==> src/rtl/gpu_mem_pkg.sv <==
// gpu_mem_pkg: command codes, address-map constants and frame layout shared by the VRAM write path
package gpu_mem_pkg;
  localparam logic [7:0] CMD_WRITE = 8'h01;
  localparam logic [7:0] CMD_FILL = 8'h02;
  localparam int REGION_BIT = 13;
  localparam int RSVD_HI = 15;
  localparam int RSVD_LO = 14;
  typedef enum logic [1:0] {S_IDLE, S_WRITE, S_FILL} state_t;
  typedef struct packed {
    logic [7:0] cmd;
    logic [7:0] data;
    logic [15:0] addr;
  } frame_t;
  function automatic logic frame_ok(input frame_t f);
    return f.cmd == CMD_FILL || (f.cmd == CMD_WRITE && f.addr[RSVD_HI:RSVD_LO] == 2'b00);
  endfunction
endpackage

==> src/rtl/spi_frame_rx.sv <==
// spi_frame_rx: oversampled SPI mode-0 receiver assembling 32-bit MSB-first frames
// clk/rst_n: system clock, async active-low reset
// sck/mosi/ss_n: raw SPI inputs, synchronised here
// frame_valid: 1-cycle pulse when frame holds a complete frame
// frame: shift register contents
// partial_err: 1-cycle pulse when ss_n rises mid-frame
module spi_frame_rx #(
  parameter int SYNC_STAGES = 2
) (
  input  logic        clk,
  input  logic        rst_n,
  input  logic        sck,
  input  logic        mosi,
  input  logic        ss_n,
  output logic        frame_valid,
  output logic [31:0] frame,
  output logic        partial_err
);
  logic [SYNC_STAGES-1:0] r_sck_sync, r_mosi_sync, r_ss_sync;
  logic r_sck_prev, r_ss_prev, r_valid, r_perr;
  logic [5:0] r_cnt;
  logic [31:0] r_shift;
  logic w_sck, w_mosi, w_ss_n, w_rise;
  assign w_sck = r_sck_sync[SYNC_STAGES-1];
  assign w_mosi = r_mosi_sync[SYNC_STAGES-1];
  assign w_ss_n = r_ss_sync[SYNC_STAGES-1];
  assign w_rise = w_sck & ~r_sck_prev;
  assign frame_valid = r_valid;
  assign frame = r_shift;
  assign partial_err = r_perr;
  // ss_n synchroniser resets deselected so reset release is not seen as a select edge
  always_ff @(posedge clk or negedge rst_n)
    if (!rst_n) begin
      r_sck_sync <= '0;
      r_mosi_sync <= '0;
      r_ss_sync <= '1;
      r_sck_prev <= 1'b0;
      r_ss_prev <= 1'b1;
      r_cnt <= '0;
      r_shift <= '0;
      r_valid <= 1'b0;
      r_perr <= 1'b0;
    end else begin
      r_sck_sync <= {r_sck_sync[SYNC_STAGES-2:0], sck};
      r_mosi_sync <= {r_mosi_sync[SYNC_STAGES-2:0], mosi};
      r_ss_sync <= {r_ss_sync[SYNC_STAGES-2:0], ss_n};
      r_sck_prev <= w_sck;
      r_ss_prev <= w_ss_n;
      r_valid <= 1'b0;
      r_perr <= 1'b0;
      if (w_ss_n) begin
        r_cnt <= '0;
        r_perr <= ~r_ss_prev & (r_cnt != 6'd0);
      end else if (w_rise) begin
        r_shift <= {r_shift[30:0], w_mosi};
        r_cnt <= (r_cnt == 6'd31) ? 6'd0 : r_cnt + 6'd1;
        r_valid <= r_cnt == 6'd31;
      end
    end
endmodule

==> src/rtl/vram_write_scheduler.sv <==
// vram_write_scheduler: SPI command front end issuing char/font write strobes and hardware clear-screen fill
// clk/rst_n: system clock, async active-low reset
// sck/mosi/ss_n: SPI slave inputs
// char_we/char_addr/char_din: char buffer write port
// font_we/font_addr/font_din: font memory write port
// busy: fill running or a frame waiting in the pending slot
// frame_err: 1-cycle pulse on partial frame, rejected frame or overrun
// led: data byte of the last accepted frame
module vram_write_scheduler
  import gpu_mem_pkg::*;
#(
  parameter int CHAR_AW = 13,
  parameter int FONT_AW = 12,
  parameter int DW = 8,
  parameter int SYNC_STAGES = 2,
  parameter int FILL_COUNT = 4800
) (
  input  logic               clk,
  input  logic               rst_n,
  input  logic               sck,
  input  logic               mosi,
  input  logic               ss_n,
  output logic               char_we,
  output logic [CHAR_AW-1:0] char_addr,
  output logic [DW-1:0]      char_din,
  output logic               font_we,
  output logic [FONT_AW-1:0] font_addr,
  output logic [DW-1:0]      font_din,
  output logic               busy,
  output logic               frame_err,
  output logic [7:0]         led
);
  localparam logic [CHAR_AW-1:0] LAST = CHAR_AW'(FILL_COUNT - 1);
  logic w_fv, w_perr;
  frame_t w_frame, r_sf, r_pf, w_dec;
  logic r_sv, r_pv;
  state_t r_state, w_state_n;
  logic [CHAR_AW-1:0] r_cnt, w_cnt_n, w_char_addr_n;
  logic [FONT_AW-1:0] w_font_addr_n;
  logic [DW-1:0] w_char_din_n, w_font_din_n;
  logic [7:0] w_led_n;
  logic w_char_we_n, w_font_we_n, w_rej;
  logic w_take_pend, w_take_stg, w_park, w_overrun;
  spi_frame_rx #(.SYNC_STAGES(SYNC_STAGES)) u_rx (
    .clk(clk),
    .rst_n(rst_n),
    .sck(sck),
    .mosi(mosi),
    .ss_n(ss_n),
    .frame_valid(w_fv),
    .frame(w_frame),
    .partial_err(w_perr)
  );
  // the pending frame is older than the staged one, so it is decoded first
  assign w_take_pend = r_state == S_IDLE && r_pv;
  assign w_take_stg = r_state == S_IDLE && !r_pv && r_sv;
  assign w_dec = r_pv ? r_pf : r_sf;
  assign w_park = r_sv & ~w_take_stg;
  assign w_overrun = w_park & r_pv & ~w_take_pend;
  assign busy = (r_state == S_FILL) | r_pv;
  // outputs are computed one cycle ahead and registered, so the strobe lines up with WRITE/FILL
  always_comb begin
    w_state_n = r_state;
    w_cnt_n = r_cnt;
    w_char_we_n = 1'b0;
    w_font_we_n = 1'b0;
    w_char_addr_n = char_addr;
    w_char_din_n = char_din;
    w_font_addr_n = font_addr;
    w_font_din_n = font_din;
    w_led_n = led;
    w_rej = 1'b0;
    case (r_state)
      S_IDLE:
        if (w_take_pend || w_take_stg) begin
          if (!frame_ok(w_dec)) w_rej = 1'b1;
          else begin
            w_led_n = w_dec.data;
            if (w_dec.cmd == CMD_FILL) begin
              w_state_n = S_FILL;
              w_cnt_n = '0;
              w_char_we_n = 1'b1;
              w_char_addr_n = '0;
              w_char_din_n = w_dec.data;
            end else begin
              w_state_n = S_WRITE;
              if (w_dec.addr[REGION_BIT]) begin
                w_font_we_n = 1'b1;
                w_font_addr_n = w_dec.addr[FONT_AW-1:0];
                w_font_din_n = w_dec.data;
              end else begin
                w_char_we_n = 1'b1;
                w_char_addr_n = w_dec.addr[CHAR_AW-1:0];
                w_char_din_n = w_dec.data;
              end
            end
          end
        end
      S_WRITE: w_state_n = S_IDLE;
      S_FILL:
        if (r_cnt == LAST) w_state_n = S_IDLE;
        else begin
          w_cnt_n = r_cnt + 1'b1;
          w_char_we_n = 1'b1;
          w_char_addr_n = r_cnt + 1'b1;
        end
      default: w_state_n = S_IDLE;
    endcase
  end
  always_ff @(posedge clk or negedge rst_n)
    if (!rst_n) begin
      r_state <= S_IDLE;
      r_cnt <= '0;
      r_sv <= 1'b0;
      r_sf <= '0;
      r_pv <= 1'b0;
      r_pf <= '0;
      char_we <= 1'b0;
      char_addr <= '0;
      char_din <= '0;
      font_we <= 1'b0;
      font_addr <= '0;
      font_din <= '0;
      frame_err <= 1'b0;
      led <= '0;
    end else begin
      r_state <= w_state_n;
      r_cnt <= w_cnt_n;
      r_sv <= w_fv;
      r_sf <= w_frame;
      if (w_park && (!r_pv || w_take_pend)) begin
        r_pv <= 1'b1;
        r_pf <= r_sf;
      end else if (w_take_pend) r_pv <= 1'b0;
      char_we <= w_char_we_n;
      char_addr <= w_char_addr_n;
      char_din <= w_char_din_n;
      font_we <= w_font_we_n;
      font_addr <= w_font_addr_n;
      font_din <= w_font_din_n;
      frame_err <= w_perr | w_overrun | w_rej;
      led <= w_led_n;
    end
endmodule

==> config.mk <==
export PLATFORM = sky130hd
export DESIGN_NAME = vram_write_scheduler
export DESIGN_NICKNAME = d
export VERILOG_FILES = /design/src/rtl/gpu_mem_pkg.sv /design/src/rtl/spi_frame_rx.sv /design/src/rtl/vram_write_scheduler.sv
export SDC_FILE = /design/constraint.sdc
export NUM_CORES = 1
export LEC_CHECK = 0
export ABC_AREA = 1
export CAP_MARGIN = 15
export CORE_MARGIN = 1
export CORE_UTILIZATION = 65
export CTS_BUF_LIST = sky130_fd_sc_hd__clkbuf_4
export CTS_CLUSTER_SIZE = 25
export DETAILED_ROUTE_END_ITERATION = 7
export MAX_ROUTING_LAYER = met4
export PLACE_DENSITY_LB_ADDON = 0.05
export SETUP_SLACK_MARGIN = 0.1
export SLEW_MARGIN = 15
export SYNTH_ARGS = -nofsm -noshare
export SYNTH_HDL_FRONTEND = slang
export SYNTH_HIERARCHICAL = 1
export SYNTH_SLANG_ARGS = --single-unit
==> constraint.sdc <==
create_clock -name clk -period 4 [get_ports clk]
set_input_delay 0.8 -clock clk [delete_from_list [all_inputs] [get_ports clk]]
set_output_delay 0.8 -clock clk [all_outputs]
set_load 0.02 [all_outputs]
==> results of run 1 <==
cells by family (layout without fill, tap and decap cells):
group,count (synthesis),after routing,share of synthesized area (%)
AND/OR/NAND/NOR,381,381,21.8
flip-flops,181,181,61.5
AO/OA/AOI/OAI,116,116,8.72
buffers and inverters,100,163,6.29
multiplexers,7,7,1.07
adder cells (fa/ha/maj),3,3,0.509
XOR/XNOR,1,1,0.119
cell usage in the layout (no fill, tap or decap), drive strengths merged:
| master | instances |
|---|---|
| a31oi | 1 |
| clkinv | 7 |
| nand3 | 53 |
| a21o | 1 |
| inv | 72 |
| xnor2 | 1 |
| o21ai | 106 |
| ha | 3 |
| a21oi | 4 |
| nand4 | 3 |
| dfrtp | 178 |
| nor2 | 38 |
| clkbuf | 17 |
| o21a | 1 |
| nor3 | 3 |
| mux2 | 7 |
| buf | 8 |
| nand2 | 283 |
| or2 | 1 |
| o21bai | 1 |
| dfstp | 3 |
| o211ai | 2 |
| clkdlybuf4s50 | 56 |
| clkinvlp | 3 |
through the flow:
stage | util [%] | instances
detailed placement | 73.0 | 960
global route | 75.3 | 992
CTS | 75.3 | 992
floorplan | - | 789
finish | 75.3 | 992
global placement | 73.0 | 960
flip-flops by register name (all words and copies together), names as in the netlist, 2 cells and up:
| name | flops |
|---|---|
| r_pf | 32 |
| r_state | 2 |
| char_addr | 13 |
| u_rx/r_mosi_sync | 2 |
| font_din | 8 |
| u_rx/r_sck_sync | 2 |
| led | 8 |
| u_rx/r_cnt | 6 |
| r_cnt | 13 |
| char_din | 8 |
| u_rx/r_ss_sync | 2 |
| r_sf | 32 |
| font_addr | 12 |
| u_rx/frame | 32 |
power by group through the flow:
stage,combinational (mW),clock (mW),sequential (mW)
after floorplan,0.0797,0,1.93
after global placement,0.149,0,1.93
after detailed placement,0.153,0,1.94
after CTS,0.154,0.948,1.90
after global routing,0.177,1.02,1.91
final,0.151,0.918,1.90
synthesized netlist by cell type, types with 3 or more instances:
cell / n / area, um2
nand2_1: 277 / 1040
dfrtp_1: 178 / 4450
o21ai_0: 89 / 445
inv_1: 62 / 233
nand3_1: 41 / 205
nor2_1: 36 / 135
o21ai_2: 12 / 105
clkbuf_1: 10 / 37.5
nand3_2: 10 / 100
buf_2: 9 / 45.0
buf_6: 8 / 90.1
mux2_2: 7 / 78.8
nand2_2: 5 / 31.3
o21ai_1: 5 / 25.0
buf_4: 4 / 30.0
a21oi_1: 3 / 15.0
dfstp_2: 3 / 78.8
ha_1: 3 / 37.5
inv_2: 3 / 11.3
nand4_1: 3 / 18.8
nor3_1: 3 / 15.0
metal layers:
layer  share of wire (%)  vias up  global-route usage (%)
li1                    -     2609                       -
met1                  46     2530                    38.8
met2                  47      163                    39.7
met3                 5.2       24                    6.45
met4                 1.7        0                    10.6
met5                   0        -                       -
final cells by class:
type | count | share of cell area [%]
clock buffer | 17 | 1.55
clock inverter | 15 | 1.51
inverter | 67 | 3.09
multi-input combinational | 508 | 28.9
sequential | 181 | 55.1
tap | 140 | 2.13
timing repair buffer | 64 | 7.74
worst min path at each step:
stage	endpoint	slack [ns]	cells after the start
finish	led[2]	0.24	1
global route	led[2]	0.27	1
CTS	led[2]	0.24	1
detailed placement	u_rx/r_mosi_sync[1]	0.34	0
global placement	u_rx/r_sck_sync[1]	0.34	0
floorplan	r_sv	0.33	0
==> flow_metrics.py, run 1 <==
metrics = {
    "placed_design": {
        "gp_routability_congestion": 0.842,
        "dpl_worst_slack_ns": 0.889,
        "dp_hpwl_mm": 10.1,
        "postPlaceCellArea_um2": 7980,
        "portBuffers": 57,
    },
    "critical_path": {
        "cp_cell_sequence": "inv_2 > nand3_1 > o21ai_1 > nand3_4 > nand2_4 > nand3_2 > nand2_2 > nand2_1 > nand2_1",
        "regToRegEndpoint": "char_addr[7]",
        "crit_path_start": "r_pv",
        "cpPeakStageDelay_ns": 0.56,
        "regToRegSetupSlack_ns": 0.80,
        "r2r-start": "r_pv",
        "crit_buf_inv": 1,
        "reg2reg_depth": 9,
        "startpoint_type": "register",
        "critPathMostFrequentCell": "nand2_1",
        "endpoint": "char_addr[7]",
        "cp_top_family": "simple AND/OR/NAND/NOR gates",
        "critPathKind": "reg2reg",
        "path_depth": 9,
        "path_max_fanout": 47,
        "required_ns": 4.53,
        "worst_ep_arrival_time_ns": 3.73,
        "end_kind": "register",
        "slowest_stage": "dfrtp_1",
    },
    "power": {
        "power_density_nw_per_um2": 361,
        "seq_power_share_pct": 64.0,
        "p_int_mw": 2.18,
        "p_sw_mw": 0.794,
        "p_leak_nw": 4.22,
        "power_mw": 2.97,
        "clock_power_share_pct": 30.9,
        "p_sw_share_pct": 26.7,
        "power_frac_comb_pct": 5.1,
        "ir_drop_v": 0.000361,
    },
    "detailed_routing": {
        "drc": 0,
        "wl_per_cell_um": 14.5,
        "ant_nets": 0,
        "vias": 5326,
        "drt_iter0_drc": 428,
        "via_per_inst": 5.37,
        "drtPass1Iterations": 5,
        "wirelength_mm": 14.4,
    },
    "sta": {
        "rsz0062_at_grt": "false",
        "finalSetupViolations": 0,
        "min_period_over_period_pct": 80.1,
        "timing.hold.ws_ns": 0.237,
        "worst_pin_slew_ns": 0.829,
        "drv_slew": 0,
        "final_hold_viol_count": 0,
        "fin_skew_ns": 0.0123,
        "post-route-min-period_ns": 3.20,
        "worst_slack_ns": 0.797,
        "timing.setup.tns_ns": 0,
        "timing.fmax_mhz": 312,
        "maxSlewHeadroom_pct": 44.7,
    },
    "floorplanning": {
        "die-area_um2": 11800,
        "fp.coreArea_um2": 10900,
        "fp.dieH_um": 109,
        "row_count": 38,
        "start_util_pct": 67.4,
        "ios": 58,
        "die_w_um": 109,
    },
    "clock_network": {
        "postCtsResizedCells": 0,
        "clk_latency_ns": 0.59,
        "cts-root-buf": "clkbuf_4",
        "clock_sinks": 181,
        "hold_buffers": 0,
        "post_cts_buffers": 0,
        "cts_max_level": 4,
        "clock_path_buffers": 2,
        "clkTransAtPathRegs_ns": 0.15,
        "tritoncts": "built",
        "cts_buffers": 17,
    },
    "yosys": {
        "syn_area_per_cell_um2": 9.35,
        "ys_seq_area_share_pct": 61.5,
        "syn_nets": 797,
        "yosysWarnings": 6,
        "synth_seq_cells": 181,
        "ys.flop_type": "dfrtp_1",
        "synth.distinct_cells": 35,
        "synth_edf_count": 0,
        "synthesis.instances": 789,
        "syn_area_um2": 7380,
        "ys_async_sr_fraction_pct": 100,
    },
    "layout": {
        "stdcell_area_um2": 8230,
        "n_antenna_cell": 0,
        "fin_nets": 847,
        "nFillCells": 795,
        "regArea_um2": 4530,
        "area_delta_synth_final_pct": 11.6,
        "drive_above_1_share_pct": 10.1,
        "multi_input_area_um2": 2380,
    },
    "global_routing": {
        "grt_pass1_wl_mm": 23.7,
        "grt_max_degree": 89,
        "grt_pass1_vias": 4894,
        "antenna_found_initial": 0,
        "grt_overflow": 0,
        "track_usage_pct": 27.7,
    },
    "outcome": {
        "status": "complete, no violations",
    },
    "hold_path": {
        "min_path_type": "in2async",
    },
    "flow_run": {
        "maxCapViolCount": 0,
    },
}
(Power assumes the default switching activity.)
==> run 2, diff against run 1 <==
--- a/config.mk
+++ b/config.mk
@@ -8,7 +8,7 @@
 export ABC_AREA = 1
 export CAP_MARGIN = 15
 export CORE_MARGIN = 1
-export CORE_UTILIZATION = 65
+export CORE_UTILIZATION = 54
 export CTS_BUF_LIST = sky130_fd_sc_hd__clkbuf_4
 export CTS_CLUSTER_SIZE = 25
 export DETAILED_ROUTE_END_ITERATION = 7
==> constraint.sdc (replaced) <==
create_clock -name clk -period 2.8 [get_ports clk]
set_input_delay 0.56 -clock clk [delete_from_list [all_inputs] [get_ports clk]]
set_output_delay 0.56 -clock clk [all_outputs]
set_load 0.02 [all_outputs]
==> flow_metrics.py, run 2 (synthesis results as in run 1) <==
metrics = {
    "clock_network": {
        "cts_buffers": 17,
        "tritoncts": "built",
        "clk_latency_ns": 0.56,
        "cts_max_level": 4,
        "clkTransAtPathRegs_ns": 0.14,
        "cts-root-buf": "clkbuf_4",
        "post_cts_buffers": 0,
        "clock_path_buffers": 2,
        "clock_sinks": 181,
    },
    "floorplanning": {
        "ios": 58,
        "die-area_um2": 14100,
        "row_count": 42,
        "fp.dieH_um": 119,
        "fp.coreArea_um2": 13300,
        "start_util_pct": 55.5,
        "die_w_um": 119,
    },
    "layout": {
        "most-common-layout-cells": "nand2_1, dfrtp_1, o21ai_0, inv_1, clkdlybuf4s50_1",
        "final_common_cell": "nand2_1",
        "n_antenna_cell": 0,
        "area_delta_synth_final_pct": 13.5,
        "fin_nets": 853,
        "drive_above_1_share_pct": 10.7,
    },
    "critical_path": {
        "path_max_fanout": 9,
        "startpoint_type": "register",
        "regToRegEndpoint": "char_addr[12]",
        "required_ns": 2.24,
        "worst_ep_arrival_time_ns": 1.69,
        "end_kind": "output pin",
        "critPathKind": "reg2out",
        "r2r-start": "r_pv",
        "reg2reg_depth": 11,
        "regToRegSetupSlack_ns": 0.63,
    },
    "power": {
        "ir_drop_v": 0.000385,
        "power_mw": 4.34,
        "p_leak_nw": 4.29,
        "power_density_nw_per_um2": 519,
    },
    "sta": {
        "fin_skew_ns": 0.0143,
        "timing.hold.ws_ns": 0.358,
        "finalSetupViolations": 0,
        "drv_slew": 0,
        "post-route-min-period_ns": 2.25,
        "timing.fmax_mhz": 445,
        "rsz0062_at_grt": "false",
        "min_period_over_period_pct": 80.2,
        "final_hold_viol_count": 0,
        "maxSlewHeadroom_pct": 54.7,
        "worst_pin_slew_ns": 0.672,
        "timing.setup.tns_ns": 0,
    },
    "placed_design": {
        "dp_hpwl_mm": 9.98,
        "portBuffers": 57,
        "gp_routability_congestion": 0.874,
    },
    "global_routing": {
        "grt_max_degree": 62,
        "track_usage_pct": 22.4,
        "antenna_found_initial": 0,
        "grt_pass1_wl_mm": 24.3,
        "grt_overflow": 0,
        "grt_pass1_vias": 5007,
    },
    "hold_path": {
        "hold_start": "u_rx/frame_valid",
        "min_delay_path_depth": 0,
        "min_path_type": "reg2reg",
        "hold_end": "r_sv",
    },
    "detailed_routing": {
        "vias": 5241,
        "drtPass1Iterations": 6,
        "drc": 0,
        "wl_per_cell_um": 13.6,
        "via_per_inst": 5.07,
        "drt_iter0_drc": 326,
        "ant_nets": 0,
        "wirelength_mm": 14.1,
    },
    "outcome": {
        "status": "complete, no violations",
    },
    "flow_run": {
        "maxCapViolCount": 0,
    },
}
==> run 2: power breakdown <==
group	total [mW]	leakage, nW	switching [mW]	internal [mW]
Clock	1.41	0.148	0.925	0.482
Sequential	2.71	2.49	0.0342	2.68
Combinational	0.221	1.64	0.160	0.0608
==> run 2: cell type report <==
class	count	area (um2)
Sequential cell	181	4530
Fill cell	1135	4930
Clock buffer	18	135
Clock inverter	14	144
Multi-Input combinational cell	508	2380
Inverter	67	258
Timing Repair Buffer	70	699
Tap cell	176	220
==> run 2: through the flow <==
step | cells | util [%] | cell area (um2) | setup WS (ns)
5_1_grt | 1034 | 62.9 | 8370 | 0.405
4_1_cts | 1034 | 62.9 | 8370 | 0.162
2_1_floorplan | 789 | - | 7380 | 0.939
6_report | 1034 | 62.9 | 8370 | 0.555
3_5_place_dp | 1001 | 60.7 | 8070 | 0.442
3_3_place_gp | 1001 | 60.7 | 8070 | 0.544
==> run 2: worst max-delay path, stage by stage (launching register included) <==
cell and delay [ns]:
dfrtp_1 0.41, nor2_1 0.18, clkinv_2 0.17, nand2_1 0.14, dlymetal6s2s_1 0.24
==> run 2: layer usage <==
metal	track usage [%]	part of all wire, %
met1	32.4	50
met2	32.9	45
met3	3.78	3.7
met4	6.72	1.3
met5	-	0
==> run 2: worst max path at each step <==
stage                    end  slack [ns]  startpoint
2_1_floorplan           busy        0.94        r_pv
3_3_place_gp   char_addr[11]        0.54        r_pv
3_5_place_dp   char_addr[12]        0.44        r_pv
4_1_cts                 busy        0.16  r_state[0]
5_1_grt         char_addr[1]        0.40        r_pv
6_report                busy        0.55  r_state[0]
==> run 2: timing repair <==
action                                  CTS  global route
endpoints found under the hold margin    39             0
hold buffers                              1             0
gates resized for setup                   3             1
endpoints found under the setup margin    1             1
==> run 3, diff against run 2 <==
==> constraint.sdc (replaced) <==
create_clock -name clk -period 2 [get_ports clk]
set_input_delay 0.4 -clock clk [delete_from_list [all_inputs] [get_ports clk]]
set_output_delay 0.4 -clock clk [all_outputs]
set_load 0.02 [all_outputs]
==> flow_metrics.py, run 3 (synthesis results as in run 1) <==
metrics = {
    "detailed_routing": {
        "via_per_inst": 5.04,
        "drc": 0,
        "wirelength_mm": 14.5,
        "wl_per_cell_um": 13.8,
        "drtPass1Iterations": 5,
        "vias": 5305,
        "ant_nets": 0,
        "drt_iter0_drc": 320,
    },
    "sta": {
        "final_hold_viol_count": 0,
        "post-route-min-period_ns": 1.82,
        "worst_slack_ns": 0.176,
        "fin_skew_ns": 0.0137,
        "maxSlewHeadroom_pct": 61.8,
        "worst_pin_slew_ns": 0.567,
        "timing.fmax_mhz": 548,
        "finalSetupViolations": 0,
        "min_period_over_period_pct": 91.2,
        "timing.setup.tns_ns": 0,
        "drv_slew": 0,
        "rsz0062_at_grt": "true",
    },
    "layout": {
        "area_delta_synth_final_pct": 15.5,
        "fin_nets": 870,
        "final_common_cell": "nand2_1",
        "drive_above_1_share_pct": 13.1,
        "most-common-layout-cells": "nand2_1, dfrtp_1, o21ai_0, inv_1, dlygate4sd2_1",
    },
    "critical_path": {
        "startpoint_type": "register",
        "required_ns": 1.60,
        "cpPeakStageDelay_ns": 0.50,
        "slowest_stage": "dfrtp_2",
        "critPathKind": "reg2out",
        "path_max_fanout": 10,
        "end_kind": "output pin",
        "cp_cell_sequence": "inv_6 > nand2_2 > buf_4",
        "worst_ep_arrival_time_ns": 1.42,
    },
    "clock_network": {
        "tritoncts": "built",
        "cts_max_level": 4,
        "cts-root-buf": "clkbuf_4",
        "clkTransAtPathRegs_ns": 0.15,
        "clock_sinks": 181,
        "cts_buffers": 17,
        "clk_latency_ns": 0.58,
        "clock_path_buffers": 2,
    },
    "placed_design": {
        "dp_hpwl_mm": 10.4,
        "portBuffers": 57,
        "dpl_worst_slack_ns": 0.0229,
        "gp_routability_congestion": 0.869,
    },
    "global_routing": {
        "grt_pass1_vias": 5277,
        "antenna_found_initial": 1,
        "grt_overflow": 0,
        "track_usage_pct": 23.5,
        "grt_pass1_wl_mm": 25.3,
        "grt_max_degree": 50,
    },
    "power": {
        "ir_drop_v": 0.000610,
        "power_density_nw_per_um2": 724,
        "p_leak_nw": 4.63,
    },
    "floorplanning": {
        "fp.dieH_um": 119,
        "die_w_um": 119,
        "die-area_um2": 14100,
        "row_count": 42,
        "ios": 58,
        "start_util_pct": 55.5,
        "fp.coreArea_um2": 13300,
    },
    "hold_path": {
        "min_path_type": "in2reg",
    },
    "flow_run": {
        "maxCapViolCount": 0,
    },
    "outcome": {
        "status": "complete, no violations",
    },
}
## run 3: cell types whose count changed in the layout (fill, tap and decap cells not counted), moves of 4 or more
cell | before | now
dlygate4sd2_1 | 0 | 52
buf_12 | 2 | 6
inv_6 | 2 | 7
buf_4 | 10 | 24
clkdlybuf4s50_1 | 55 | 3
## run 3: per-stage QoR
stage	hold slack [ns]	instance area (um2)	power (mW)	util (%)	std cells
final	0.213	8520	6.16	64.1	1052
after global routing	0.170	8520	6.43	64.1	1052
after CTS	0.156	8460	6.24	63.6	1048
after detailed placement	0.337	8210	4.21	61.7	1014
after global placement	0.334	8210	4.20	61.7	1014
after floorplan	0.104	7380	4.02	-	789
## run 3: per-layer routing
layer | vias to the layer above | part of all wire [%] | track usage, % | wire length (um)
met1 | 2532 | 48 | 32.3 | 6940
li1 | 2648 | - | - | -
met4 | 0 | 1.4 | 7.91 | 196
met5 | - | 0 | - | 0
met2 | 106 | 47 | 35.3 | 6750
met3 | 19 | 4.0 | 4.79 | 584
## run 3: cell type report
type / count / area (um2)
Antenna cell: 1 / 2.50
Inverter: 67 / 259
Tap cell: 176 / 220
Clock buffer: 17 / 128
Clock inverter: 15 / 160
Sequential cell: 181 / 4530
Timing Repair Buffer: 87 / 807
Multi-Input combinational cell: 508 / 2410
Fill cell: 1156 / 4780
## run 3: power breakdown
group          switching [mW]  internal (mW)  total (mW)
logic                   0.227          0.106       0.334
registers              0.0495           3.75        3.80
clock network            1.35          0.673        2.03
## run 3: worst max-delay path, delay by kind of cell (launching register included)
kind / cells / cell delay (ns)
and+or+nand+nor: 1 / 0.08
buffers and inverters: 2 / 0.27
DFF: 1 / 0.50
## run 3: timing repair
action | CTS | global route
hold endpoints to repair | 40 | 0
pin swaps | 0 | 2
buffers inserted | 1 | 3
endpoints found under the setup margin | 106 | 54
cloned | 0 | 0
resized for setup | 61 | 11
hold buffers | 1 | 0
## run 3: path summary, 6_finish.rpt
kind / from / endpoint / slack, ns / cells after the start
max: r_pv / busy / 0.18 / 3
min: ss_n / u_rx/r_ss_sync[0] / 0.21 / 1
max reg2reg: r_pv / char_din[4] / 0.23 / 9
min reg2reg: u_rx/r_ss_sync[0] / u_rx/r_ss_sync[1] / 0.37 / 0
max in group asynchronous: rst_n / u_rx/r_ss_prev / 1.00 / 3
min in group asynchronous: rst_n / char_din[0] / 0.30 / 2
